$ cat config.mk
export PLATFORM = sky130hd
export DESIGN_NAME = mmio_decoder_flat
export DESIGN_NICKNAME = d
export VERILOG_FILES = /design/src/rtl/mmio_pkg.sv /design/src/rtl/mmio_decoder_if.sv /design/src/rtl/mmio_port_reg.sv /design/src/rtl/mmio_decoder.sv /design/src/flat_wrapper.sv
export SDC_FILE = /design/constraint.sdc
export NUM_CORES = 1
export LEC_CHECK = 0
export CAP_MARGIN = 20
export CORE_MARGIN = 2
export CORE_UTILIZATION = 30
export DETAILED_ROUTE_END_ITERATION = 10
export GPL_ROUTABILITY_DRIVEN = 0
export GPL_TIMING_DRIVEN = 0
export PLACE_DENSITY = 0.58
export REMOVE_ABC_BUFFERS = 1
export SYNTH_ARGS = -nofsm -noshare
export SYNTH_HDL_FRONTEND = slang
export SYNTH_HIERARCHICAL = 1
export SYNTH_SLANG_ARGS = --single-unit
$ cat constraint.sdc
create_clock -name clk -period 2 [get_ports clk]
set_input_delay 0.4 -clock clk [delete_from_list [all_inputs] [get_ports clk]]
set_output_delay 0.4 -clock clk [all_outputs]
set_load 0.01 [all_outputs]
$ cat src/rtl/mmio_pkg.sv
// Shared types and constants for the CPU-side MMIO decoder.
package mmio_pkg;

  typedef enum logic [1:0] {
    IDLE     = 2'd0,
    RAM_WAIT = 2'd1,
    DONE     = 2'd2
  } mmio_state_t;

  localparam logic [1:0] OP_WRITE  = 2'b00;
  localparam logic [1:0] OP_SET    = 2'b01;
  localparam logic [1:0] OP_CLEAR  = 2'b10;
  localparam logic [1:0] OP_TOGGLE = 2'b11;

  localparam int unsigned IDX_W = 4;
  localparam int unsigned CNT_W = 3;

endpackage

$ cat src/rtl/mmio_decoder_if.sv
// CPU request/response bus between a requester (master) and the decoder (slave).
interface mmio_decoder_if #(
  parameter int unsigned AW = 12,
  parameter int unsigned DW = 8
) ();

  logic          cpu_req;
  logic          cpu_rw;
  logic [AW-1:0] cpu_addr;
  logic [DW-1:0] cpu_wdata;
  logic [DW-1:0] cpu_rdata;
  logic          cpu_ack;
  logic          cpu_err;

  modport master (
    output cpu_req, cpu_rw, cpu_addr, cpu_wdata,
    input  cpu_rdata, cpu_ack, cpu_err
  );

  modport slave (
    input  cpu_req, cpu_rw, cpu_addr, cpu_wdata,
    output cpu_rdata, cpu_ack, cpu_err
  );

endinterface

$ cat src/rtl/mmio_port_reg.sv
// One output port register with write/set/clear/toggle update and an update strobe.
module mmio_port_reg
  import mmio_pkg::*;
#(
  parameter int unsigned   DW       = 8,
  parameter logic [DW-1:0] PORT_RST = '0
) (
  input  logic          clk,
  input  logic          reset,
  input  logic          we,
  input  logic [1:0]    op,
  input  logic [DW-1:0] wdata,
  output logic [DW-1:0] q,
  output logic          stb
);

  always_ff @(posedge clk) begin
    if (reset) begin
      q   <= PORT_RST;
      stb <= 1'b0;
    end else begin
      stb <= we;
      if (we) begin
        case (op)
          OP_WRITE: q <= wdata;
          OP_SET:   q <= q | wdata;
          OP_CLEAR: q <= q & ~wdata;
          default:  q <= q ^ wdata;
        endcase
      end
    end
  end

endmodule

$ cat src/rtl/mmio_decoder.sv
// CPU address decoder: RAM window with latency sequencing, I/O window of port registers.
module mmio_decoder
  import mmio_pkg::*;
#(
  parameter int unsigned   AW        = 12,
  parameter int unsigned   DW        = 8,
  parameter int unsigned   NUM_PORTS = 4,
  parameter int unsigned   RAM_LAT   = 1,
  parameter logic [DW-1:0] PORT_RST  = '0
) (
  input  logic                    clk,
  input  logic                    reset,
  mmio_decoder_if.slave           cpu,
  output logic                    ram_cs,
  output logic                    ram_rw,
  output logic [AW-2:0]           ram_addr,
  output logic [DW-1:0]           ram_wdata,
  input  logic [DW-1:0]           ram_rdata,
  output logic [NUM_PORTS*DW-1:0] port_out,
  output logic [NUM_PORTS-1:0]    port_stb
);

  mmio_state_t      state;
  logic [CNT_W-1:0] cnt;
  logic             ram_rd;

  logic [IDX_W-1:0] idx;
  logic [1:0]       op;
  logic             idx_ok;
  logic             io_sel;
  logic             start;
  logic             io_wr;
  logic [DW-1:0]    rd_mux;
  logic [DW-1:0]    port_q [NUM_PORTS];

  assign idx    = cpu.cpu_addr[5:2];
  assign op     = cpu.cpu_addr[1:0];
  assign idx_ok = 5'(idx) < 5'(NUM_PORTS);
  assign io_sel = cpu.cpu_addr[AW-1];
  assign start  = (state == IDLE) && cpu.cpu_req;
  assign io_wr  = start && io_sel && !cpu.cpu_rw && idx_ok;

  // RAM select is issued straight from the IDLE request; suppressed while in reset
  assign ram_cs    = start && !io_sel && !reset;
  assign ram_rw    = cpu.cpu_rw;
  assign ram_addr  = cpu.cpu_addr[AW-2:0];
  assign ram_wdata = cpu.cpu_wdata;

  for (genvar i = 0; i < int'(NUM_PORTS); i++) begin : g_port
    mmio_port_reg #(
      .DW       (DW),
      .PORT_RST (PORT_RST)
    ) u_port (
      .clk   (clk),
      .reset (reset),
      .we    (io_wr && (idx == IDX_W'(i))),
      .op    (op),
      .wdata (cpu.cpu_wdata),
      .q     (port_q[i]),
      .stb   (port_stb[i])
    );
    assign port_out[i*DW +: DW] = port_q[i];
  end

  // Pre-update port value; unmapped indices read as zero
  always_comb begin
    rd_mux = '0;
    for (int i = 0; i < int'(NUM_PORTS); i++) begin
      if (idx == IDX_W'(i)) rd_mux = port_q[i];
    end
  end

  always_ff @(posedge clk) begin
    if (reset) begin
      state         <= IDLE;
      cnt           <= '0;
      ram_rd        <= 1'b0;
      cpu.cpu_ack   <= 1'b0;
      cpu.cpu_err   <= 1'b0;
      cpu.cpu_rdata <= '0;
    end else begin
      cpu.cpu_ack <= 1'b0;
      cpu.cpu_err <= 1'b0;
      case (state)
        IDLE: begin
          if (cpu.cpu_req) begin
            if (io_sel) begin
              cpu.cpu_rdata <= rd_mux;
              cpu.cpu_err   <= !idx_ok;
              cpu.cpu_ack   <= 1'b1;
              state         <= DONE;
            end else begin
              cnt    <= CNT_W'(RAM_LAT - 1);
              ram_rd <= cpu.cpu_rw;
              state  <= RAM_WAIT;
            end
          end
        end
        RAM_WAIT: begin
          if (cnt == '0) begin
            cpu.cpu_rdata <= ram_rd ? ram_rdata : '0;
            cpu.cpu_ack   <= 1'b1;
            state         <= DONE;
          end else begin
            cnt <= cnt - CNT_W'(1);
          end
        end
        DONE:    state <= IDLE;
        default: state <= IDLE;
      endcase
    end
  end

endmodule

$ cat src/flat_wrapper.sv
// flat-port wrapper written by rule: the top's interface ports become plain ports
module mmio_decoder_flat import mmio_pkg::*;
#(
  parameter int unsigned   AW        = 12,
  parameter int unsigned   DW        = 8,
  parameter int unsigned   NUM_PORTS = 4,
  parameter int unsigned   RAM_LAT   = 1,
  parameter logic [DW-1:0] PORT_RST  = '0
)
  (clk, reset, ram_cs, ram_rw, ram_addr, ram_wdata, ram_rdata, port_out, port_stb, cpu_cpu_req, cpu_cpu_rw, cpu_cpu_addr, cpu_cpu_wdata, cpu_cpu_rdata, cpu_cpu_ack, cpu_cpu_err);
  mmio_decoder_if #(.AW(AW), .DW(DW)) cpu_i ();
  input  logic clk;
  input  logic reset;
  output logic ram_cs;
  output logic ram_rw;
  output logic [AW-2:0] ram_addr;
  output logic [DW-1:0] ram_wdata;
  input  logic [DW-1:0] ram_rdata;
  output logic [NUM_PORTS*DW-1:0] port_out;
  output logic [NUM_PORTS-1:0] port_stb;
  input wire logic [$bits(cpu_i.cpu_req)-1:0] cpu_cpu_req;
  input wire logic [$bits(cpu_i.cpu_rw)-1:0] cpu_cpu_rw;
  input wire logic [$bits(cpu_i.cpu_addr)-1:0] cpu_cpu_addr;
  input wire logic [$bits(cpu_i.cpu_wdata)-1:0] cpu_cpu_wdata;
  output wire logic [$bits(cpu_i.cpu_rdata)-1:0] cpu_cpu_rdata;
  output wire logic [$bits(cpu_i.cpu_ack)-1:0] cpu_cpu_ack;
  output wire logic [$bits(cpu_i.cpu_err)-1:0] cpu_cpu_err;
  assign cpu_i.cpu_req = cpu_cpu_req;
  assign cpu_i.cpu_rw = cpu_cpu_rw;
  assign cpu_i.cpu_addr = cpu_cpu_addr;
  assign cpu_i.cpu_wdata = cpu_cpu_wdata;
  assign cpu_cpu_rdata = cpu_i.cpu_rdata;
  assign cpu_cpu_ack = cpu_i.cpu_ack;
  assign cpu_cpu_err = cpu_i.cpu_err;
  mmio_decoder #(.AW(AW), .DW(DW), .NUM_PORTS(NUM_PORTS), .RAM_LAT(RAM_LAT), .PORT_RST(PORT_RST)) u_core (.clk(clk), .reset(reset), .cpu(cpu_i), .ram_cs(ram_cs), .ram_rw(ram_rw), .ram_addr(ram_addr), .ram_wdata(ram_wdata), .ram_rdata(ram_rdata), .port_out(port_out), .port_stb(port_stb));
endmodule
==> results.txt, run 1 <==
The run finished with clean final reports. The final number of setup-violating endpoints came out at 0. The largest vdd supply drop came out at approximately 0.34 mV. The max-slew violation count is 0. The power density normalized to cell area came out at ~440 mW/mm^2. The post-synth design cell area is 0.00446 sq mm. The number of detailed-route iterations in the first pass is 4. The dominant synthesized flop cell is sky130_fd_sc_hd__dfxtp_1.

The leakage power total came out at ~2.5 nW. The number of vias in the routed layout came out at between 3000 and 4000. Counting the fill cells in the layout gives approximately 1500.

The floorplan core area came out at 0.0145 sq mm. The overall die area came out at around 0.016 sq mm. The actual slew at the worst max-slew pin came out at approximately 0.58 ns. The register clock-pin slew on the reported worst setup and hold paths came out at approximately 0.060 ns. The half-perimeter wire length after placement is a little over 9 mm. The complex-gate fraction of the synthesized area came out at around a fifth. The multiplexer fraction of the synthesized cell area is 10.1%. The H-tree depth came out at 2. The number of flops mapped to enable cells by yosys came out at 0. The final-stage net count is 688.

The sum of buffers and inverters on the critical path came out at 2. The time the worst path needs with I/O delays and setup is about 1.9 ns. Measured on the finished design, the core utilization comes to approximately two fifths. The data required time of the worst path came out at 1.60 ns.

The synthesized instance count came out at approximately 520. The arrival time at the worst endpoint came out at 1.51 ns. The diode insertion count for antenna repair came out at 0.

Based on the critical path, the design can be clocked at up to 523 MHz. The number of warnings printed during yosys synthesis is 6. The count of unresolved DRC violations after routing came out at 0. The most frequently used cell type in the post-synthesis netlist is sky130_fd_sc_hd__inv_1. Setup repair after global routing left no endpoint under its margin. The worst clock skew on the final layout came out at 0.00750 ns. The library cell contributing the largest single delay on the critical path is sky130_fd_sc_hd__clkdlybuf4s50_1. The post-route clock period utilization came out at a little over nine tenths. STA classifies the critical path endpoint as an output port. Setup slack closes at 0.0895 ns. The number of placement rows came out at 44. The arithmetic-cell share of the synthesized area counting full adders, half adders and majority gates is 18.5%. The number of maximum-capacitance constraint violations came out at 0. The height of the chip is between 100 and 150 um. On the worst path, the slowest cell contributes a delay of ~0.65 ns.

In this run the cell area measured after placement is 0.00531 sq mm. The clock buffer count from CTS came out at 5. The post-route cell area came out at roughly 0.0057 sq mm.

The initial detailed-routing violation count came out at ~250. Sorting the synthesized cells by area gives the leading types as sky130_fd_sc_hd__dfxtp_1 23%, sky130_fd_sc_hd__ha_1 19%, sky130_fd_sc_hd__mux2i_1 8.1%. The die width came out at approximately 130 um.

The final number of hold-violating endpoints came out at 0. The clock insertion delay at the later pin of the skew report is roughly 0.3 ns. The number of global-route vias before repair is 3881.

The synthesized flop and latch total came out at between 50 and 60. A synthesized cell averages between 8 and 9 sq um. The biggest area contributor in the post-synthesis netlist is sky130_fd_sc_hd__dfxtp_1. The final wirelength came out at around 12 mm.

Using the TritonRoute via totals, the vias-per-cell ratio works out to 5.03. Summing the areas of all and, or, nand and nor instances in the mapped netlist gives between 10 and 15% of the synthesized area. The clock tree from TritonCTS is yes. Counting distinct cell types in the post-synthesis netlist gives 37. Across every metal layer, demand over resource in global routing totals approximately 15%.

The clock root buffer is sky130_fd_sc_hd__clkbuf_16. Among cell families on the critical path, the largest total delay comes from buffers and inverters. The maximum net fanout on the critical path came out at 22. The fraction of synthesis flops using an asynchronous set or reset pin came out at 0%. After synthesis, the most frequently instantiated cells are 74 x sky130_fd_sc_hd__inv_1, 66 x sky130_fd_sc_hd__ha_1, 52 x sky130_fd_sc_hd__dfxtp_1.

For this run the aggregate overflow at the end of global routing stands at 0. By area, the combinational part of the netlist is dominated by compound AO/OA/AOI/OAI gates. The number of buffers between clock root and the deepest sink came out at 2. The fraction of layout instances using a drive strength above 1 is between 15 and 20%.

The wire length of the first global-routing pass came out at slightly below 20 mm. The area growth from synthesis to layout is 28.1%. The average detailed-routed wire length per instance is roughly 16 um. The worst setup path is of the input pin to output port kind. The pin count of the biggest net entering global routing is between 90 and 100. The initial cell density of the core came out at roughly 31%. The number of buffers inserted by port buffering came out at about 90. The synthesized netlist devotes less than 1% of its cell area to XOR and XNOR gates. The completed layout was analyzed and its total power is between 2 and 3 mW. The number of sinks handled by clock tree synthesis is 52. The signal on the critical path passes through buf_2, clkdlybuf4s50_1. After synthesis, the largest area contributor takes up a little under a quarter of total cell area. The class of the most critical hold timing path is input pin to flop. For this run, the register share of the synthesized area comes to between 20% and 30%.

The worst-case headroom to the max-slew limit came out at 61.2%. The pre-CTS setup slack came out at -1.47 ns. The count of nets left with antenna violations after detail routing is 0. The startpoint type of the worst setup path is an input pin.

The number of primary I/O pins came out at 99. The number of antenna violations at the first check in global routing was 0. The number of buffers inserted by hold repair at cts came out at 0.
[area by class of cell]
cell class                 count  area [sq um]  area share, %
sequential                    52          1040           18.2
tap                          184           230           4.03
inverter                      74           278           4.86
timing repair buffer         115          1100           19.2
clock buffer                   7           153           2.67
multi-input combinational    342          2920           51.0
[cells in the final DEF, fill, tap and decap left out, drive strengths merged, types with 9 or more instances in the layout]
cell type,synthesis,final
inv,74,74
clkdlybuf4s50,0,69
ha,66,66
o21ai,55,55
dfxtp,52,52
mux2i,36,36
nand2,34,34
buf,40,29
a221oi,24,24
nor2b,18,18
nand3,16,16
nor2,16,16
dlygate4sd2,0,13
clkbuf,10,9
[cells by family (layout without fill, tap and decap cells)]
logic type / after synthesis / after routing
buffers and inverters: 124 / 196
flip-flops: 52 / 52
AND/OR/NAND/NOR: 114 / 114
multiplexers: 44 / 44
adder cells (fa/ha/maj): 66 / 66
AO/OA/AOI/OAI: 117 / 117
XOR/XNOR: 1 / 1
[where the power goes]
group          internal (mW)  switching, mW
Sequential              1.06         0.0280
Combinational          0.238          0.292
Clock                  0.527          0.389
Total                   1.83          0.709
[metrics by stage]
step	TNS [ns]	instances	hold slack [ns]
finish	0	774	0.497
global route	0	774	0.521
CTS	0	768	0.502
detailed placement	-48.11	743	0.493
global placement	-78.54	740	0.476
floorplan	-3.02	468	0.464
[layer usage]
layer  up-vias  GRT usage (%)  wire [um]
met4         0           4.07        138
met1      1891           18.6       5500
met3         7           2.63        389
li1       1926              -          -
met5         -              0          0
met2        72           27.2       6230
[state kept, by name, summed over array words and instances, names as in the netlist]
signal / count
u_core/g_port.u_port/stb: 4
u_core/cnt: 3
u_core/state: 2
u_core/g_port.u_port/q: 32
u_core/cpu.cpu_ack: 1
u_core/cpu.cpu_rdata: 8
u_core/cpu.cpu_err: 1
u_core/ram_rd: 1
[final timing paths]
path,start,end,slack (ns),cells after the start
worst max register to register,u_core/state[1],u_core/g_port[1].u_port/q[0],0.14,5
worst min-delay path,cpu_cpu_rw,u_core/ram_rd,0.50,3
worst min register to register,u_core/cpu.cpu_rdata[3],u_core/cpu.cpu_rdata[3],0.50,2
worst max-delay path,cpu_cpu_addr[2],ram_addr[2],0.09,2
[what timing repair did]
item | in CTS | in global routing
buffers inserted | 18 | 6
gates resized for setup | 50 | 7
pin swaps | 2 | 1
endpoints found under the setup margin | 58 | 24
Note: power is estimated with default switching activity, not from simulation.
==> inputs of run 2 (changes only) <==
- SLEW_MARGIN: not set -> 20
==> run 2 against run 1 <==
Register-to-register slack gained 0.04 ns. Maximum frequency about the same. Total power down 1.1%. Non-clock buffer count shrank 7. First-iteration DRC count down 4.5%. Largest power group unchanged. Highest routed layer unchanged.
==> results.txt, run 2 (synthesis results as in run 1) <==
The H-tree depth is 2 (unchanged). The floorplan core area came out at 0.0145 sq mm (unchanged). The total congestion overflow after global routing was 0 (unchanged). The growth of design area from synthesis to finish is 26.2% (was 28.1%).

The final cell count without fillers came out at 768 (was 774). The clock root buffer is sky130_fd_sc_hd__clkbuf_16 (unchanged). The half-perimeter wire length after placement is 9.06 mm (was 9.07 mm). The final number of setup-violating endpoints is 0 (unchanged). The actual slew at the worst max-slew pin is 0.637 ns (was 0.582 ns).

The class of the most critical hold timing path was input pin to flop (unchanged). The switching portion of total power came to 28.6% (was 27.9%). Unrepaired setup endpoints after global routing: no (unchanged).

Largest registers ranked by flip-flop count: u_core/g_port.u_port/q: 32 flops, u_core/cpu.cpu_rdata: 8 flops, u_core/g_port.u_port/stb: 4 flops (unchanged). The top achievable clock speed came out at 524 MHz (was 523 MHz). The power density normalized to cell area came to 446 mW/mm^2 (was 444 mW/mm^2).

The number of buffers inserted by hold repair at cts came out at 0 (unchanged). The via count normalized by instance count is 5.00 (was 5.03). Cell-by-cell trace of the critical path: buf_2, clkdlybuf4s50_1 (unchanged). The post-route clock period utilization is 95.4% (was 95.5%).

The combinational share of power was 20.7% (was 20.9%). The count of nets left with antenna violations after detail routing is 0 (unchanged). The final-stage net count is 681 (was 688). The number of vias in the routed layout was 3843 (was 3896).

The max-slew violation count was 0 (unchanged). The net switching component of the power was 717 uW (was 709 uW). The number of global-route vias before repair is 3804 (was 3881). The aggregate global-route resource usage was 14.9% (was 15.2%). The critical setup path kind was input pin to output port (unchanged). The clock insertion delay at the later pin of the skew report came to 0.30 ns (about the same). The internal power of the cells came out at 1.79 mW (was 1.83 mW).

The register with the most flip-flops is u_core/g_port.u_port/q (unchanged). The part of the power in registers is 43.5% (was 43.1%). The nature of the critical path endpoint was an output port (unchanged). The maximum net fanout on the critical path came to 22 (unchanged). The library cell contributing the largest single delay on the critical path is sky130_fd_sc_hd__clkdlybuf4s50_1 (unchanged).

The leakage power total is 2.45 nW (was 2.50 nW). The fraction of layout instances using a drive strength above 1 came to 14.7% (was 15.4%). The clock share of power is 35.8% (was 36.1%). The number of buffers between clock root and the deepest sink came to 2 (unchanged). The initial cell density of the core came out at 30.7% (unchanged). The worst hold slack across all endpoints came out at 0.493 ns (was 0.497 ns). The final wirelength was 12.1 mm (was 12.3 mm). The clock tree from TritonCTS is yes (unchanged). The kind of cell adding the most delay to the critical path is buffers and inverters (unchanged). The average detailed-routed wire length per instance is 15.8 um (about the same). The pin count of the biggest net entering global routing came out at 67 (was 97).

Status: completed (unchanged). The clock buffer count from CTS came to 5 (unchanged). The final number of hold-violating endpoints is 0 (unchanged).

The data required time of the worst path is 1.60 ns (about the same). The initial detailed-routing violation count came out at 234 (was 245). The number of buffers inserted by port buffering came out at 88 (unchanged). The height of the chip is 126 um (unchanged). The arrival time at the worst endpoint was 1.51 ns (about the same). The die width came to 126 um (unchanged). The time the worst path needs with I/O delays and setup came to 1.91 ns (about the same). The overall die area is 0.0159 sq mm (unchanged). The register clock-pin slew on the reported worst setup and hold paths came out at 0.07 ns (was 0.06 ns). The largest vdd supply drop was 0.288 mV (was 0.342 mV). The worst-case headroom to the max-slew limit was 57.5% (was 61.2%). The number of primary I/O pins came out at 99 (unchanged). The most common library cell in the layout ignoring fill and taps is sky130_fd_sc_hd__inv_1 (unchanged). The diode insertion count for antenna repair came out at 0 (unchanged).

The number of sinks handled by clock tree synthesis came out at 52 (unchanged). The number of maximum-capacitance constraint violations came out at 0 (unchanged). The wire length of the first global-routing pass is 19.3 mm (was 19.6 mm). The aggregate negative setup slack came out at 0 ns (unchanged).

The worst clock skew on the final layout is 0.00622 ns (was 0.00750 ns). The sum of buffers and inverters on the critical path is 2 (unchanged). The number of placement rows is 44 (unchanged). Commonest cells after routing, fill and taps aside: 74 x sky130_fd_sc_hd__inv_1, 69 x sky130_fd_sc_hd__clkdlybuf4s50_1, 66 x sky130_fd_sc_hd__ha_1, 51 x sky130_fd_sc_hd__o21ai_0, 50 x sky130_fd_sc_hd__dfxtp_1 (was 74 x sky130_fd_sc_hd__inv_1, 69 x sky130_fd_sc_hd__clkdlybuf4s50_1, 66 x sky130_fd_sc_hd__ha_1, 51 x sky130_fd_sc_hd__o21ai_0, 51 x sky130_fd_sc_hd__dfxtp_1). The delay contributed by the slowest stage of the critical path came out at 0.65 ns (about the same). The number of antenna violations at the first check in global routing is 0 (unchanged). The count of unresolved DRC violations after routing is 0 (unchanged).

The total placed cells including tap cells came out at 741 (was 743). The number of flip-flops in the largest register came out at 32 (unchanged). The number of detailed-route iterations in the first pass came to 4 (unchanged). The startpoint type of the worst setup path is an input pin (unchanged).
run 2: path summary, 6_finish.rpt:
path	startpoint	endpoint	slack [ns]	cells after the start
min	cpu_cpu_rw	u_core/ram_rd	0.49	3
max reg2reg	u_core/state[1]	u_core/g_port[0].u_port/q[0]	0.18	6
min reg2reg	u_core/cpu.cpu_rdata[3]	u_core/cpu.cpu_rdata[3]	0.50	2
max	cpu_cpu_addr[2]	ram_addr[2]	0.09	2
run 2: per-stage QoR:
step / instance area (sq um) / total power, mW / setup WS [ns] / util, %
floorplan: 4140 / 1.35 / -0.394 / -
global placement: 5260 / 1.62 / -2.58 / 36.2
detailed placement: 5280 / 1.63 / -1.42 / 36.3
CTS: 5580 / 2.54 / 0.0221 / 38.4
global route: 5630 / 2.63 / 0.0598 / 38.7
finish: 5630 / 2.51 / 0.0911 / 38.7
run 2: final cells by class:
cell class	instances	area, sq um
multi-input cells	342	2920
repair buffers	108	1010
inverters	74	278
well taps	184	230
fillers	1496	8900
clock inverters	2	10.0
flip-flops and latches	52	1040
clock buffers	6	139
run 2: routing by layer:
metal / vias to the layer above / part of all wire (%) / GRT usage (%)
li1: 1906 / - / -
met1: 1826 / 44 / 18.5
met2: 94 / 50 / 26.1
met3: 17 / 4.5 / 2.93
met4: 0 / 1.8 / 4.40
met5: - / 0 / 0
run 2: power groups by stage:
stage / Clock (mW) / Combinational [mW] / Sequential [mW]
2_1_floorplan: 0 / 0.236 / 1.12
3_3_place_gp: 0 / 0.506 / 1.11
3_5_place_dp: 0 / 0.518 / 1.11
4_1_cts: 0.926 / 0.521 / 1.09
5_1_grt: 0.960 / 0.572 / 1.10
6_report: 0.897 / 0.519 / 1.09
run 2: repair_timing:
item / 4_1_cts / 5_1_grt
setup endpoints to repair: 58 / 29
pin swaps: 2 / 1
setup buffers: 13 / 6
cloned: 0 / 0
gates resized for setup: 45 / 6
